### src/rtl/core_idu_dq_pkg.sv
// Shared decode definitions for the decode queue: RV32I opcodes, op_type encodings and
// the per-entry control record written by the decoder and read at the queue head.
package core_idu_dq_pkg;

    localparam logic [6:0] OPC_LOAD   = 7'b0000011;
    localparam logic [6:0] OPC_STORE  = 7'b0100011;
    localparam logic [6:0] OPC_OPIMM  = 7'b0010011;
    localparam logic [6:0] OPC_OP     = 7'b0110011;
    localparam logic [6:0] OPC_BRANCH = 7'b1100011;
    localparam logic [6:0] OPC_JAL    = 7'b1101111;
    localparam logic [6:0] OPC_JALR   = 7'b1100111;
    localparam logic [6:0] OPC_LUI    = 7'b0110111;
    localparam logic [6:0] OPC_AUIPC  = 7'b0010111;
    localparam logic [6:0] OPC_SYSTEM = 7'b1110011;

    typedef enum logic [5:0] {
        OP_ILL    = 6'd0,
        OP_ALU    = 6'd1,
        OP_ALUI   = 6'd2,
        OP_LOAD   = 6'd3,
        OP_STORE  = 6'd4,
        OP_BRANCH = 6'd5,
        OP_JAL    = 6'd6,
        OP_JALR   = 6'd7,
        OP_LUI    = 6'd8,
        OP_AUIPC  = 6'd9,
        OP_SYS    = 6'd10
    } op_type_e;

    // Everything an entry needs except the XLEN-wide pc and immediate.
    typedef struct packed {
        logic [6:0] opcode;
        logic [2:0] func3;
        logic       func7;
        logic [4:0] rs1_idx;
        logic [4:0] rs2_idx;
        logic [4:0] rd_idx;
        op_type_e   op_type;
    } dec_ctl_t;

    function automatic logic is_mem_op(input logic [6:0] opcode);
        return (opcode == OPC_LOAD) || (opcode == OPC_STORE);
    endfunction

endpackage

### src/rtl/core_idu_dq_if.sv
// Fetch, scoreboard/GPR and dispatch signals of the decode queue.
// slave is the queue's own view; master is the surrounding pipeline (IFU, GPR, EXU, LSU).
interface core_idu_dq_if #(
    parameter int XLEN  = 32,
    parameter int CNT_W = 3
);
    logic             flush;

    logic [XLEN-1:0]  idu_rx_pc;
    logic [31:0]      idu_rx_inst;
    logic             idu_rx_valid;
    logic             idu_rx_ready;

    logic [4:0]       idu_tx_rs1_idx;
    logic [4:0]       idu_tx_rs2_idx;
    logic [XLEN-1:0]  idu_rx_rs1;
    logic [XLEN-1:0]  idu_rx_rs2;
    logic             reg_rs_ready;

    logic             idu_tx_exu_valid;
    logic             idu_rx_exu_ready;
    logic             idu_tx_lsu_valid;
    logic             idu_rx_lsu_ready;

    logic [XLEN-1:0]  idu_tx_pc;
    logic [6:0]       idu_tx_opcode;
    logic [2:0]       idu_tx_func3;
    logic             idu_tx_func7;
    logic [XLEN-1:0]  idu_tx_rs1;
    logic [XLEN-1:0]  idu_tx_rs2;
    logic [4:0]       idu_tx_rd_idx;
    logic [5:0]       idu_tx_op_type;
    logic [XLEN-1:0]  idu_tx_imme;
    logic [CNT_W-1:0] idu_tx_count;

    modport slave (
        input  flush,
        input  idu_rx_pc, idu_rx_inst, idu_rx_valid,
        output idu_rx_ready,
        output idu_tx_rs1_idx, idu_tx_rs2_idx,
        input  idu_rx_rs1, idu_rx_rs2, reg_rs_ready,
        output idu_tx_exu_valid, idu_tx_lsu_valid,
        input  idu_rx_exu_ready, idu_rx_lsu_ready,
        output idu_tx_pc, idu_tx_opcode, idu_tx_func3, idu_tx_func7,
        output idu_tx_rs1, idu_tx_rs2, idu_tx_rd_idx, idu_tx_op_type, idu_tx_imme,
        output idu_tx_count
    );

    modport master (
        output flush,
        output idu_rx_pc, idu_rx_inst, idu_rx_valid,
        input  idu_rx_ready,
        input  idu_tx_rs1_idx, idu_tx_rs2_idx,
        output idu_rx_rs1, idu_rx_rs2, reg_rs_ready,
        input  idu_tx_exu_valid, idu_tx_lsu_valid,
        output idu_rx_exu_ready, idu_rx_lsu_ready,
        input  idu_tx_pc, idu_tx_opcode, idu_tx_func3, idu_tx_func7,
        input  idu_tx_rs1, idu_tx_rs2, idu_tx_rd_idx, idu_tx_op_type, idu_tx_imme,
        input  idu_tx_count
    );

endinterface

### src/rtl/core_idu_dq_dec.sv
// RV32I field decoder on the queue write side: splits a fetched instruction into the
// stored control record and a sign-extended immediate.
module core_idu_dq_dec
    import core_idu_dq_pkg::*;
#(
    parameter int XLEN = 32
) (
    input  logic [31:0]     inst,
    output dec_ctl_t        ctl,
    output logic [XLEN-1:0] imme
);

    logic signed [31:0] imm32;

    // NOTE: every output gets a default before the case, so no path can leave one unassigned and infer a latch.
    always_comb begin
        ctl         = '0;
        imm32       = '0;
        ctl.opcode  = inst[6:0];
        ctl.func3   = inst[14:12];
        ctl.func7   = inst[30];
        ctl.rs1_idx = inst[19:15];
        ctl.rs2_idx = inst[24:20];
        ctl.rd_idx  = inst[11:7];
        ctl.op_type = OP_ILL;

        case (inst[6:0])
            OPC_OP: begin
                ctl.op_type = OP_ALU;
            end
            OPC_OPIMM: begin
                ctl.op_type = OP_ALUI;
                imm32       = {{20{inst[31]}}, inst[31:20]};
            end
            OPC_LOAD: begin
                ctl.op_type = OP_LOAD;
                imm32       = {{20{inst[31]}}, inst[31:20]};
            end
            OPC_JALR: begin
                ctl.op_type = OP_JALR;
                imm32       = {{20{inst[31]}}, inst[31:20]};
            end
            OPC_SYSTEM: begin
                ctl.op_type = OP_SYS;
                imm32       = {{20{inst[31]}}, inst[31:20]};
            end
            OPC_STORE: begin
                ctl.op_type = OP_STORE;
                imm32       = {{20{inst[31]}}, inst[31:25], inst[11:7]};
            end
            OPC_BRANCH: begin
                ctl.op_type = OP_BRANCH;
                imm32       = {{19{inst[31]}}, inst[31], inst[7], inst[30:25], inst[11:8], 1'b0};
            end
            OPC_LUI: begin
                ctl.op_type = OP_LUI;
                imm32       = {inst[31:12], 12'b0};
            end
            OPC_AUIPC: begin
                ctl.op_type = OP_AUIPC;
                imm32       = {inst[31:12], 12'b0};
            end
            OPC_JAL: begin
                ctl.op_type = OP_JAL;
                imm32       = {{11{inst[31]}}, inst[31], inst[19:12], inst[20], inst[30:21], 1'b0};
            end
            default: begin
                ctl.op_type = OP_ILL;
            end
        endcase
    end

    // Signed source, so the size cast sign-extends when XLEN is wider than 32.
    assign imme = XLEN'(imm32);

endmodule

### src/rtl/core_idu_dq.sv
// Decode queue between IFU and EXU/LSU: decodes on entry, buffers DEPTH entries and
// dispatches the scoreboard-cleared head on the EXU or LSU channel; flush empties it.
module core_idu_dq
    import core_idu_dq_pkg::*;
#(
    parameter  int DEPTH = 4,
    parameter  int XLEN  = 32,
    localparam int PTR_W = $clog2(DEPTH)
) (
    input  logic         clk,
    input  logic         rst,
    core_idu_dq_if.slave bus
);

    logic [PTR_W-1:0] wr_ptr;
    logic [PTR_W-1:0] rd_ptr;
    logic [PTR_W:0]   count;

    dec_ctl_t         ctl_mem [DEPTH];
    logic [XLEN-1:0]  pc_mem  [DEPTH];
    logic [XLEN-1:0]  imm_mem [DEPTH];

    dec_ctl_t         dec_ctl;
    logic [XLEN-1:0]  dec_imme;
    dec_ctl_t         head_ctl;

    logic             full;
    logic             empty;
    logic             enq;
    logic             deq;
    logic             hv;
    logic             head_is_mem;

    core_idu_dq_dec #(.XLEN(XLEN)) u_dec (
        .inst (bus.idu_rx_inst),
        .ctl  (dec_ctl),
        .imme (dec_imme)
    );

    assign full  = (count == (PTR_W+1)'(DEPTH));
    assign empty = (count == '0);

    // Ready looks only at occupancy; a same-cycle dequeue does not free a slot early.
    assign enq = bus.idu_rx_valid && !full && !bus.flush;

    assign head_ctl    = ctl_mem[rd_ptr];
    assign head_is_mem = is_mem_op(head_ctl.opcode);
    assign hv          = !empty && bus.reg_rs_ready && !bus.flush;

    assign deq = (hv && !head_is_mem && bus.idu_rx_exu_ready) ||
                 (hv &&  head_is_mem && bus.idu_rx_lsu_ready);

    // NOTE: sequential state uses non-blocking assignments so every flop samples pre-edge values.
    always_ff @(posedge clk) begin
        if (rst || bus.flush) begin
            wr_ptr <= '0;
            rd_ptr <= '0;
            count  <= '0;
        end else begin
            if (enq) begin
                wr_ptr <= wr_ptr + PTR_W'(1);
            end
            if (deq) begin
                rd_ptr <= rd_ptr + PTR_W'(1);
            end
            case ({enq, deq})
                2'b10:   count <= count + (PTR_W+1)'(1);
                2'b01:   count <= count - (PTR_W+1)'(1);
                default: count <= count;
            endcase
        end
    end

    // NOTE: entry storage is deliberately left unreset; pointers and count alone decide what is valid.
    always_ff @(posedge clk) begin
        if (enq) begin
            ctl_mem[wr_ptr] <= dec_ctl;
            pc_mem[wr_ptr]  <= bus.idu_rx_pc;
            imm_mem[wr_ptr] <= dec_imme;
        end
    end

    assign bus.idu_rx_ready     = !full;

    assign bus.idu_tx_exu_valid = hv && !head_is_mem;
    assign bus.idu_tx_lsu_valid = hv &&  head_is_mem;

    assign bus.idu_tx_rs1_idx   = head_ctl.rs1_idx;
    assign bus.idu_tx_rs2_idx   = head_ctl.rs2_idx;
    assign bus.idu_tx_rs1       = bus.idu_rx_rs1;
    assign bus.idu_tx_rs2       = bus.idu_rx_rs2;

    assign bus.idu_tx_pc        = pc_mem[rd_ptr];
    assign bus.idu_tx_imme      = imm_mem[rd_ptr];
    assign bus.idu_tx_opcode    = head_ctl.opcode;
    assign bus.idu_tx_func3     = head_ctl.func3;
    assign bus.idu_tx_func7     = head_ctl.func7;
    assign bus.idu_tx_rd_idx    = head_ctl.rd_idx;
    assign bus.idu_tx_op_type   = head_ctl.op_type;

    assign bus.idu_tx_count     = count;

endmodule
### src/flat_wrapper.sv
// flat-port wrapper written by rule: the top's interface ports become plain ports
module core_idu_dq_flat import core_idu_dq_pkg::*;
#(
    parameter  int DEPTH = 4,
    parameter  int XLEN  = 32,
    localparam int PTR_W = $clog2(DEPTH)
)
  (clk, rst, bus_flush, bus_idu_rx_pc, bus_idu_rx_inst, bus_idu_rx_valid, bus_idu_rx_ready, bus_idu_tx_rs1_idx, bus_idu_tx_rs2_idx, bus_idu_rx_rs1, bus_idu_rx_rs2, bus_reg_rs_ready, bus_idu_tx_exu_valid, bus_idu_tx_lsu_valid, bus_idu_rx_exu_ready, bus_idu_rx_lsu_ready, bus_idu_tx_pc, bus_idu_tx_opcode, bus_idu_tx_func3, bus_idu_tx_func7, bus_idu_tx_rs1, bus_idu_tx_rs2, bus_idu_tx_rd_idx, bus_idu_tx_op_type, bus_idu_tx_imme, bus_idu_tx_count);
  core_idu_dq_if #(.XLEN(XLEN)) bus_i ();
  input  logic clk;
  input  logic rst;
  input wire logic [$bits(bus_i.flush)-1:0] bus_flush;
  input wire logic [$bits(bus_i.idu_rx_pc)-1:0] bus_idu_rx_pc;
  input wire logic [$bits(bus_i.idu_rx_inst)-1:0] bus_idu_rx_inst;
  input wire logic [$bits(bus_i.idu_rx_valid)-1:0] bus_idu_rx_valid;
  output wire logic [$bits(bus_i.idu_rx_ready)-1:0] bus_idu_rx_ready;
  output wire logic [$bits(bus_i.idu_tx_rs1_idx)-1:0] bus_idu_tx_rs1_idx;
  output wire logic [$bits(bus_i.idu_tx_rs2_idx)-1:0] bus_idu_tx_rs2_idx;
  input wire logic [$bits(bus_i.idu_rx_rs1)-1:0] bus_idu_rx_rs1;
  input wire logic [$bits(bus_i.idu_rx_rs2)-1:0] bus_idu_rx_rs2;
  input wire logic [$bits(bus_i.reg_rs_ready)-1:0] bus_reg_rs_ready;
  output wire logic [$bits(bus_i.idu_tx_exu_valid)-1:0] bus_idu_tx_exu_valid;
  output wire logic [$bits(bus_i.idu_tx_lsu_valid)-1:0] bus_idu_tx_lsu_valid;
  input wire logic [$bits(bus_i.idu_rx_exu_ready)-1:0] bus_idu_rx_exu_ready;
  input wire logic [$bits(bus_i.idu_rx_lsu_ready)-1:0] bus_idu_rx_lsu_ready;
  output wire logic [$bits(bus_i.idu_tx_pc)-1:0] bus_idu_tx_pc;
  output wire logic [$bits(bus_i.idu_tx_opcode)-1:0] bus_idu_tx_opcode;
  output wire logic [$bits(bus_i.idu_tx_func3)-1:0] bus_idu_tx_func3;
  output wire logic [$bits(bus_i.idu_tx_func7)-1:0] bus_idu_tx_func7;
  output wire logic [$bits(bus_i.idu_tx_rs1)-1:0] bus_idu_tx_rs1;
  output wire logic [$bits(bus_i.idu_tx_rs2)-1:0] bus_idu_tx_rs2;
  output wire logic [$bits(bus_i.idu_tx_rd_idx)-1:0] bus_idu_tx_rd_idx;
  output wire logic [$bits(bus_i.idu_tx_op_type)-1:0] bus_idu_tx_op_type;
  output wire logic [$bits(bus_i.idu_tx_imme)-1:0] bus_idu_tx_imme;
  output wire logic [$bits(bus_i.idu_tx_count)-1:0] bus_idu_tx_count;
  assign bus_i.flush = bus_flush;
  assign bus_i.idu_rx_pc = bus_idu_rx_pc;
  assign bus_i.idu_rx_inst = bus_idu_rx_inst;
  assign bus_i.idu_rx_valid = bus_idu_rx_valid;
  assign bus_idu_rx_ready = bus_i.idu_rx_ready;
  assign bus_idu_tx_rs1_idx = bus_i.idu_tx_rs1_idx;
  assign bus_idu_tx_rs2_idx = bus_i.idu_tx_rs2_idx;
  assign bus_i.idu_rx_rs1 = bus_idu_rx_rs1;
  assign bus_i.idu_rx_rs2 = bus_idu_rx_rs2;
  assign bus_i.reg_rs_ready = bus_reg_rs_ready;
  assign bus_idu_tx_exu_valid = bus_i.idu_tx_exu_valid;
  assign bus_idu_tx_lsu_valid = bus_i.idu_tx_lsu_valid;
  assign bus_i.idu_rx_exu_ready = bus_idu_rx_exu_ready;
  assign bus_i.idu_rx_lsu_ready = bus_idu_rx_lsu_ready;
  assign bus_idu_tx_pc = bus_i.idu_tx_pc;
  assign bus_idu_tx_opcode = bus_i.idu_tx_opcode;
  assign bus_idu_tx_func3 = bus_i.idu_tx_func3;
  assign bus_idu_tx_func7 = bus_i.idu_tx_func7;
  assign bus_idu_tx_rs1 = bus_i.idu_tx_rs1;
  assign bus_idu_tx_rs2 = bus_i.idu_tx_rs2;
  assign bus_idu_tx_rd_idx = bus_i.idu_tx_rd_idx;
  assign bus_idu_tx_op_type = bus_i.idu_tx_op_type;
  assign bus_idu_tx_imme = bus_i.idu_tx_imme;
  assign bus_idu_tx_count = bus_i.idu_tx_count;
  core_idu_dq #(.DEPTH(DEPTH), .XLEN(XLEN)) u_core (.clk(clk), .rst(rst), .bus(bus_i));
endmodule
### config.mk
export PLATFORM = sky130hd
export DESIGN_NAME = core_idu_dq_flat
export DESIGN_NICKNAME = d
export VERILOG_FILES = /design/src/rtl/core_idu_dq_pkg.sv /design/src/rtl/core_idu_dq_if.sv /design/src/rtl/core_idu_dq_dec.sv /design/src/rtl/core_idu_dq.sv /design/src/flat_wrapper.sv
export SDC_FILE = /design/constraint.sdc
export NUM_CORES = 1
export LEC_CHECK = 0
export BUFFER_PORTS_ARGS = -buffer_cell sky130_fd_sc_hd__buf_2
export CORE_ASPECT_RATIO = 1.2
export CORE_UTILIZATION = 60
export CTS_CLUSTER_SIZE = 28
export DETAILED_ROUTE_END_ITERATION = 16
export GPL_TIMING_DRIVEN = 0
export PLACE_DENSITY = 0.89
export SYNTH_ARGS = -nofsm -noshare
export SYNTH_HDL_FRONTEND = slang
export SYNTH_HIERARCHICAL = 1
export SYNTH_SLANG_ARGS = --single-unit
export TNS_END_PERCENT = 100
### constraint.sdc
create_clock -name clk -period 6.2 [get_ports clk]
set_clock_uncertainty 0.05 [all_clocks]
set_input_delay 1.24 -clock clk [delete_from_list [all_inputs] [get_ports clk]]
set_output_delay 1.24 -clock clk [all_outputs]
set_load 0.05 [all_outputs]
# ---- Yosys cells after proc, flatten, opt, wreduce, memory -nomap -nowiden
# Memories as Yosys holds them, arrays and structs flattened. A register that Yosys moved wholly into a read port is not among the register bits.
# Cells that the tools add are included.
dict set report word_totals {
  ff_bits 7
  out_inout_bits 166
  input_bits 135
  word_cells 55
  n_memories 3
  ram_bits 376
}
dict set report op_classes {
  n_addsub 4
  n_eq_ne 15
  n_mux 11
  reduce_logical 19
}
# name words word_bits rd rd_ports_with_merged_regs write_ports line
set memory_table {}
lappend memory_table {u_core.imm_mem 4 32 1 1 1 core_idu_dq.sv:21} ;# logic [XLEN-1:0] imm_mem [DEPTH];
lappend memory_table {u_core.pc_mem 4 32 1 1 1 core_idu_dq.sv:20} ;# logic [XLEN-1:0] pc_mem [DEPTH];
lappend memory_table {u_core.ctl_mem 4 30 1 1 1 core_idu_dq.sv:19} ;# dec_ctl_t ctl_mem [DEPTH];
# operator count
set op_table {}
lappend op_table {{$pmux 32 s5} 1}
lappend op_table {{$pmux 4 s10} 1}
lappend op_table {{$eq 7x6->1 const B} 4}
lappend op_table {{$eq 7x7->1 const B} 4}
lappend op_table {{$eq 7x2->1 const B} 2}
lappend op_table {{$eq 7x5->1 const B} 2}
lappend op_table {{$mux 2} 6}
lappend op_table {{$logic_and 1x1->1} 8}
lappend op_table {{$pmux 3 s2} 1}
lappend op_table {{$add 2x1->2 const B} 2}
lappend op_table {{$logic_not 1->1} 4}
lappend op_table {{$reduce_or 4->1} 1}
lappend op_table {{$add 3x1->3 const B} 1}
lappend op_table {{$eq 3x3->1 const B} 1}
lappend op_table {{$logic_not 3->1} 1}
lappend op_table {{$logic_or 1x1->1} 3}
lappend op_table {{$sub 3x1->3 const B} 1}
lappend op_table {{$eq 2x1->1 const B} 1}
lappend op_table {{$eq 2x2->1 const B} 1}
lappend op_table {{$mux 1} 2}
lappend op_table {{$reduce_bool 2->1} 1}
lappend op_table {{$reduce_or 2->1} 1}

# ---- Depth between registers and ports, before layout
# Gate-level depths: netlist of run 1.
dict set report depth {
  depth_word 9
  mapped_depth 13
  mapped_depth_nobuf 11
}

# ---- Cells and area by module
# Netlist of run 1, hierarchy kept.
# mod cells_each area_per_inst_um2 n_inst
set by_module_without_submodules {}
lappend by_module_without_submodules {core_idu_dq 635 14844.2 1}
lappend by_module_without_submodules {core_idu_dq_dec 130 869.6 1}

# ---- Worst setup path after synthesis of run 1
# No wires, ideal clock.
dict set report synth_path {
  kind {register -> register}
  from {register u_core.count[0], in the netlist u_core/bus.idu_tx_count[0]}
  to {memory u_core/ctl_mem[0][0] (netlist name) (enable)}
  path_buffers 0
  setup_slack_ps 1745
  arrival_time_ps 3940
  setup_time_ps 466
  stages_incl_launch_ff 6
  cell_sequence {dfxtp_1 -> inv_1 -> nand3_1 -> nand2_1 -> nor2_1 -> and2_1}
}
dict set report synth_between {
  elab_chain_len 6
}
# element line
set synth_rtl {}
lappend synth_rtl {{from (decl)} core_idu_dq.sv:17} ;# logic [PTR_W:0] count;
lappend synth_rtl {{from (signal assigned)} core_idu_dq.sv:67} ;# 2'b10: count <= count + (PTR_W+1)'(1);
lappend synth_rtl {{from (signal assigned)} core_idu_dq.sv:68} ;# 2'b01: count <= count - (PTR_W+1)'(1);
lappend synth_rtl {{from (signal assigned)} core_idu_dq.sv:69} ;# default: count <= count;
lappend synth_rtl {{$eq 3x3->1} core_idu_dq.sv:40} ;# assign full = (count == (PTR_W+1)'(DEPTH));
lappend synth_rtl {{$logic_not 1->1} n/a}
lappend synth_rtl {{via bus_idu_rx_ready} flat_wrapper.sv:16} ;# output wire logic [$bits(bus_i.idu_rx_ready)-1:0] bus_idu_rx_ready;
lappend synth_rtl {{$logic_and 1x1->1 (2 in a row)} core_idu_dq.sv:44} ;# assign enq = bus.idu_rx_valid && !full && !bus.flush;
lappend synth_rtl {{$mux 1} core_idu_dq.sv:76} ;# if (enq) begin
lappend synth_rtl {{$mux 1 (implied by the code)} core_idu_dq.sv:77} ;# ctl_mem[wr_ptr] <= dec_ctl;
lappend synth_rtl {{to (decl)} core_idu_dq.sv:19}
# The timed path passes the listed nets, and every way through them passes these cells.

==> results.json, run 1 <==
{
  "place_hpwl_mm": 20.5,
  "cts_root_buffer": "sky130_fd_sc_hd__clkbuf_16",
  "fillCellCount": 1544,
  "via_per_inst": 5.71,
  "ys_warn_count": 6,
  "powerDensity_nw_per_um2": 292,
  "synth_area_sq_um": 15700,
  "final_layout_size_suffix_gt1_frac": 0.468,
  "post_cts_resized": 0,
  "finalSetupTns_ns": 0,
  "critical_path.cell_chain": "clkbuf_1, clkbuf_1, buf_1, mux4_2, buf_2",
  "area.growth.synth_to_final_pct": 18.3,
  "vdd.ir_drop.worst_uv": 262,
  "chipHeight_microns": 179,
  "first_global_vias": 8300,
  "die-width_microns": 150,
  "ant_nets": 0,
  "detailedRoute.firstIterationViolations": 635,
  "synth_top_area_share": 0.734,
  "place_congestion": 0.797,
  "core_area_sq_um": 25600,
  "clock_latency_ns": 0.50,
  "yosys_register_bits": 393,
  "grtUsageMet3": 0.0476,
  "antenna_found_initial": 2,
  "core.rowCount": 64,
  "netlist_top_cells_count": "sky130_fd_sc_hd__edfxtp_1 (384), sky130_fd_sc_hd__mux4_2 (96), sky130_fd_sc_hd__buf_4 (93)",
  "run_status": "completed",
  "cts_tree": "done",
  "cts_buffers": 37,
  "initial_core_util": 0.613,
  "grt_first_pass_wirelength_mm": 45.7,
  "max_slew_margin": 0.293,
  "critPathRequiredTime_ns": 4.91,
  "ys_types": 53,
  "critical_path.max_stage_delay_ns": 0.64,
  "detail_route.first_pass.iterations": 4,
  "library_cell_with_the_highest_instance_count_after_synthesis": "sky130_fd_sc_hd__edfxtp_1",
  "most_utilized_layer_in_the_global_route_result": "met2",
  "gr-usage-met1": 0.279,
  "cts_hold_buffers": 0,
  "cts_num_sinks": 393,
  "yosysSeqAreaShare": 0.745,
  "timing_hold_violations_final": 0,
  "final_nets": 1187,
  "top_level_ports": 301,
  "placement.io_buffers": 235,
  "synth_edf_count": 384,
  "hold_path_class": "flip-flop to flip-flop",
  "postLayoutCoreUtil": 0.725,
  "grt.total_usage": 0.232,
  "layout_min_cycle_time_ns": 4.32,
  "yosys.area.top_type": "sky130_fd_sc_hd__edfxtp_1",
  "finalMaxSlewViolations": 0,
  "route.vias.total": 8029,
  "final_min_period_over_clock_period": 0.697,
  "worst-setup-path-type": "flip-flop to output port",
  "max_cap_viol": 0,
  "whs_path_depth": 2,
  "routedWlPerCell_microns": 22.2,
  "tightestPinTransition_ns": 1.03,
  "critical_path_arrival_ns": 3.03,
  "count_of_endpoints_failing_setup_in_the_final_report": 0,
  "timing.critical_path.mode_cell": "sky130_fd_sc_hd__clkbuf_1",
  "fp.dieArea_sq_um": 26800,
  "grt_max_degree": 60,
  "timing.critical_path.slowest_stage_cell": "sky130_fd_sc_hd__clkbuf_1",
  "total_stage_count_of_the_critical_path": 5,
  "setup_repair_after_global_routing_missed_its_margin": "false",
  "clk_transition_reported_paths_ns": 0.06,
  "critical_path.startpoint_type": "flip-flop",
  "h-tree-depth": 2,
  "leakage_nw": 6.62,
  "synth_cells": 765,
  "synthArstFlopShare": 0,
  "overflow": 0,
  "hold_slack_ns": 0.474,
  "drc": 0,
  "critical_path.top_delay_family": "buffers and inverters",
  "endpoint_class_of_the_critical_path": "output port",
  "fmax_mhz": 232,
  "wirelength_mm": 31.1,
  "cp_buf_inv_count": 4,
  "synth_ff_type": "sky130_fd_sc_hd__edfxtp_1",
  "postSynthAreaPerCell_sq_um": 20.5,
  "cts_max_path_buffers": 3,
  "worstPathMaxFanout": 10,
  "reg2reg_depth": 13,
  "cts_setup_buffers": 0,
  "netlist_top_cells_area": "sky130_fd_sc_hd__edfxtp_1 (73%), sky130_fd_sc_hd__mux4_2 (14%), sky130_fd_sc_hd__buf_4 (4.4%)",
  "grt_util_met2": 0.424
}
cell type report:
cell class	instances	area, sq um	area share
Clock buffer	44	995	0.0535
Sequential cell	393	11700	0.630
Clock inverter	22	126	0.00680
Antenna cell	2	5.00	0.000269
Buffer	125	840	0.0452
Timing Repair Buffer	241	1320	0.0710
Tap cell	330	413	0.0222
Multi-Input combinational cell	239	3140	0.169
Inverter	9	33.8	0.00182
per-stage QoR:
step	power [mW]	setup WS (ns)	cells	area, sq um
6_report	5.42	1.88	1405	18600
5_1_grt	5.58	1.69	1405	18600
4_1_cts	5.46	1.81	1403	18600
3_5_place_dp	3.41	2.38	1337	17500
3_3_place_gp	3.40	0.160	1331	17300
2_1_floorplan	3.30	1.74	766	15700
cells in the final DEF, fill, tap and decap left out, drive strengths merged, types with 10 or more instances in the layout:
cell      n
and2     15
clkbuf   52
buf     358
edfxtp  384
mux4     96
nand3    24
clkinv   15
inv      10
nand2    16
final timing paths:
| kind | startpoint | end | slack [ns] |
|---|---|---|---|
| max | flip-flop | bus_idu_tx_imme[18] | 1.88 |
| max reg2reg | flip-flop | u_core/bus.idu_tx_count[2] | 2.45 |
| min | u_core/wr_ptr[1] | u_core/wr_ptr[1] | 0.47 |
| min reg2reg | u_core/wr_ptr[1] | u_core/wr_ptr[1] | 0.47 |
state kept, by name, indices dropped and copies added, names as in the netlist, named ones only:
name and count:
u_core/ctl_mem 128, u_core/imm_mem 128, u_core/pc_mem 128, u_core/bus.idu_tx_count 3
u_core/rd_ptr 2, u_core/wr_ptr 2
where the power goes:
part | internal [mW] | switching (mW)
logic | 0.124 | 0.274
clock network | 1.15 | 0.914
registers | 2.95 | 0.00861
worst register-to-register path: cells and delay by family, from the launching register on:
family	cells	cell delay [ns]
AOI/OAI and AO/OA	1	0.14
adders and majority gates	2	0.55
DFF	1	0.31
muxes	2	0.82
and+or+nand+nor	3	0.56
xor gates and xnor gates	1	0.15
buffers and inverters	4	1.11
layer usage:
| layer | up-vias | wire length [microns] |
|---|---|---|
| li1 | 3577 | - |
| met1 | 4118 | 11400 |
| met2 | 304 | 17200 |
| met3 | 30 | 2030 |
| met4 | 0 | 476 |
| met5 | - | 0 |
kinds of logic (layout without fill, tap and decap cells):
| logic type | count (synthesis) | count (layout) | share of synthesized area |
|---|---|---|---|
| flops | 393 | 393 | 0.745 |
| fa+ha+maj | 6 | 6 | 0.00526 |
| mux | 100 | 100 | 0.140 |
| xor+xnor | 5 | 5 | 0.00279 |
| other cells | 1 | 4 | 0.000239 |
| simple gates | 92 | 92 | 0.0338 |
| compound gates | 34 | 34 | 0.0166 |
| buf+inv | 134 | 441 | 0.0556 |
(Power assumes the default switching activity.)
==> run 2: changes to the inputs <==
--- a/config.mk
+++ b/config.mk
@@ -5,13 +5,14 @@
 export SDC_FILE = /design/constraint.sdc
 export NUM_CORES = 1
 export LEC_CHECK = 0
+export ABC_AREA = 1
 export BUFFER_PORTS_ARGS = -buffer_cell sky130_fd_sc_hd__buf_2
 export CORE_ASPECT_RATIO = 1.2
-export CORE_UTILIZATION = 60
+export CORE_UTILIZATION = 50
 export CTS_CLUSTER_SIZE = 28
 export DETAILED_ROUTE_END_ITERATION = 16
 export GPL_TIMING_DRIVEN = 0
-export PLACE_DENSITY = 0.89
+export PLACE_DENSITY = 0.79
 export SYNTH_ARGS = -nofsm -noshare
 export SYNTH_HDL_FRONTEND = slang
 export SYNTH_HIERARCHICAL = 1
==> constraint.sdc (replaced) <==
create_clock -name clk -period 3.85 [get_ports clk]
set_clock_uncertainty 0.05 [all_clocks]
set_input_delay 0.77 -clock clk [delete_from_list [all_inputs] [get_ports clk]]
set_output_delay 0.77 -clock clk [all_outputs]
set_load 0.05 [all_outputs]
==> run 2 against run 1 <==
  * Combinational power up 95%
  * Sequential share of layout area is 3.4 points lower
  * Clock-buffer cell count grew 2
  * Clock power up 80%
  * Hold slack worse by 0.079 ns
  * Routed wire length rose by 39%
  * Die area increased by 25%
  * Final cell count is 46% higher
  * Via count up 42%
  * Non-clock buffer count rose by 46
  * Power grew 72%
  * Critical path type unchanged
  * Critical endpoint is now bus_idu_tx_rd_idx[4]
==> results.json, run 2 <==
{
  "placed_area_sq_um": 18400,
  "synth_edf_count": 384,
  "max_slew_margin": 0.401,
  "p_sw_frac": 0.228,
  "area.growth.synth_to_final_pct": 19.8,
  "leakage_nw": 7.30,
  "routedWlPerCell_microns": 21.1,
  "wirelength_mm": 43.2,
  "fp.dieArea_sq_um": 33500,
  "worst-setup-path-type": "flip-flop to output port",
  "grt_first_pass_wirelength_mm": 63.3,
  "core.rowCount": 72,
  "finalMaxSlewViolations": 0,
  "netlist_top_cells_count": "sky130_fd_sc_hd__edfxtp_1 (384), sky130_fd_sc_hd__nor2_1 (224), sky130_fd_sc_hd__o21ai_0 (186)",
  "power.clock.fraction": 0.401,
  "grt_max_degree": 31,
  "finalPower_mw": 9.29,
  "final_common_cell": "sky130_fd_sc_hd__edfxtp_1",
  "place_congestion": 0.914,
  "cts_buffers": 39,
  "drc": 0,
  "library_cell_with_the_highest_instance_count_after_synthesis": "sky130_fd_sc_hd__edfxtp_1",
  "cts_hold_buffers": 0,
  "ant_nets": 0,
  "clock_latency_ns": 0.53,
  "cts_num_sinks": 393,
  "fmax_mhz": 284,
  "critical_path.startpoint_type": "flip-flop",
  "h-tree-depth": 2,
  "cts_setup_buffers": 0,
  "sequentialPowerShare": 0.516,
  "worstPathMaxFanout": 10,
  "ys_warn_count": 6,
  "critical_path_arrival_ns": 2.70,
  "vdd.ir_drop.worst_uv": 318,
  "synth_top_area_share": 0.703,
  "antenna_found_initial": 9,
  "final_min_period_over_clock_period": 0.915,
  "timing_hold_violations_final": 0,
  "clk_transition_reported_paths_ns": 0.06,
  "endpoint_class_of_the_critical_path": "output port",
  "cts_tree": "done",
  "via_per_inst": 5.57,
  "chipHeight_microns": 200,
  "yosys_register_bits": 393,
  "finish.instance_area_sq_um": 19600,
  "yosys.area.top_type": "sky130_fd_sc_hd__edfxtp_1",
  "setup_repair_after_global_routing_missed_its_margin": "false",
  "die-width_microns": 167,
  "power_switching_mw": 2.11,
  "postLayoutCoreUtil": 0.609,
  "post_cts_resized": 0,
  "top_level_ports": 301,
  "first_global_vias": 10924,
  "core_area_sq_um": 32300,
  "synth_area_sq_um": 16400,
  "layout_min_cycle_time_ns": 3.52,
  "critPathRequiredTime_ns": 3.03,
  "p_int_mw": 7.18,
  "final_nets": 1753,
  "netlist_top_cells_area": "sky130_fd_sc_hd__edfxtp_1 (70%), sky130_fd_sc_hd__o21ai_0 (5.7%), sky130_fd_sc_hd__nor2_1 (5.1%)",
  "commonest_non_fill_non_tap_cells_in_the_layout": "sky130_fd_sc_hd__edfxtp_1 (384), sky130_fd_sc_hd__buf_2 (252), sky130_fd_sc_hd__nor2_1 (220)",
  "initial_core_util": 0.508,
  "route.vias.total": 11423,
  "final_layout_size_suffix_gt1_frac": 0.284,
  "placement.io_buffers": 236,
  "synth_ff_type": "sky130_fd_sc_hd__edfxtp_1",
  "power.share.combinational": 0.083,
  "yosysSeqAreaShare": 0.714,
  "place_hpwl_mm": 29.3,
  "ys_types": 35,
  "fillCellCount": 2456,
  "run_status": "completed",
  "hold_path_class": "primary input to flip-flop",
  "overflow": 0,
  "synthArstFlopShare": 0,
  "synth_cells": 1322,
  "powerDensity_nw_per_um2": 473,
  "detail_route.first_pass.iterations": 5,
  "largest_regs": "u_core/ctl_mem: 128 flops, u_core/imm_mem: 128 flops, u_core/pc_mem: 128 flops",
  "postSynthAreaPerCell_sq_um": 12.4,
  "max_cap_viol": 0,
  "tightestPinTransition_ns": 0.896,
  "count_of_endpoints_failing_setup_in_the_final_report": 0,
  "cts_root_buffer": "sky130_fd_sc_hd__clkbuf_16",
  "grt.total_usage": 0.254,
  "cts_max_path_buffers": 3,
  "detailedRoute.firstIterationViolations": 1173
}
==> run 2: cell types whose count changed in the layout (fill, tap and decap cells not counted), moves of 12 or more <==
cell                       delta
sky130_fd_sc_hd__nand2_2     +21
sky130_fd_sc_hd__mux4_2      -96
sky130_fd_sc_hd__nand2_1     +81
sky130_fd_sc_hd__buf_2       +12
sky130_fd_sc_hd__buf_1       -16
sky130_fd_sc_hd__a21oi_1     +22
sky130_fd_sc_hd__inv_1       +34
sky130_fd_sc_hd__clkbuf_1    +39
sky130_fd_sc_hd__nor2_1     +212
sky130_fd_sc_hd__o22ai_1     +90
sky130_fd_sc_hd__o21ai_0    +182
==> run 2: power groups by stage <==
| stage | Combinational [mW] | Clock (mW) | Sequential, mW |
|---|---|---|---|
| after floorplan | 0.525 | 0 | 4.89 |
| after global placement | 0.746 | 0 | 4.89 |
| after detailed placement | 0.772 | 0 | 4.88 |
| after CTS | 0.774 | 3.78 | 4.79 |
| after global routing | 0.812 | 3.94 | 4.79 |
| final | 0.776 | 3.73 | 4.79 |
==> run 2: kinds of logic (layout without fill, tap and decap cells) <==
kind of cell    count (synthesis)  count (layout)  share of synthesized area
xor+xnor                        1               1                   0.000534
other cells                     1               6                   0.000229
simple gates                  402             402                      0.104
buf+inv                       212             527                     0.0748
fa+ha+maj                       6               6                    0.00504
flops                         393             393                      0.714
compound gates                307             307                      0.101
==> run 2: path summary, 6_finish.rpt <==
| check | cells after the start | end | slack (ns) | start |
|---|---|---|---|---|
| max | 7 | bus_idu_tx_rd_idx[4] | 0.33 | flip-flop |
| min | 1 | u_core/pc_mem[2][12] | 0.39 | bus_idu_rx_pc[12] |
| max reg2reg | 16 | u_core/bus.idu_tx_count[2] | 0.89 | flip-flop |
| min reg2reg | 2 | u_core/bus.idu_tx_count[0] | 0.44 | u_core/bus.idu_tx_count[0] |
==> run 2: stage by stage <==
| step | TNS [ns] | std cells | hold slack, ns | setup slack, ns |
|---|---|---|---|---|
| finish | 0 | 2049 | 0.395 | 0.328 |
| CTS | 0 | 2045 | 0.374 | 0.336 |
| global route | 0 | 2048 | 0.378 | 0.166 |
| global placement | -941.92 | 1966 | 0.432 | -2.53 |
| detailed placement | 0 | 1979 | 0.436 | 0.440 |
| floorplan | -375.00 | 1323 | 0.432 | -0.977 |
==> run 2: final cells by class <==
cell class                 instances  area (sq um)  area share
antenna                            4          10.0    0.000510
multi-input combinational        718          3490       0.178
tap                              407           509      0.0259
timing repair buffer             249          1450      0.0738
clock inverter                    21           206      0.0105
clock buffer                      46          1040      0.0532
sequential                       393         11700       0.596
buffer                           163          1040      0.0529
inverter                          48           183     0.00930
==> run 2: critical path, cell delays in order, from the launching register on <==
cell and delay [ns]:
sky130_fd_sc_hd__dfxtp_1 0.29, sky130_fd_sc_hd__buf_2 0.18, sky130_fd_sc_hd__inv_4 0.12, sky130_fd_sc_hd__buf_2 0.40
sky130_fd_sc_hd__clkbuf_1 0.38, sky130_fd_sc_hd__o21ai_0 0.16, sky130_fd_sc_hd__o22ai_1 0.29, sky130_fd_sc_hd__buf_2 0.33
==> run 2: layer usage <==
| layer | up-vias | wire length (microns) | track usage |
|---|---|---|---|
| li1 | 5223 | - | - |
| met1 | 5478 | 15700 | 0.297 |
| met2 | 606 | 21300 | 0.422 |
| met3 | 108 | 4360 | 0.0832 |
| met4 | 8 | 1840 | 0.123 |
| met5 | - | 45 | 0 |
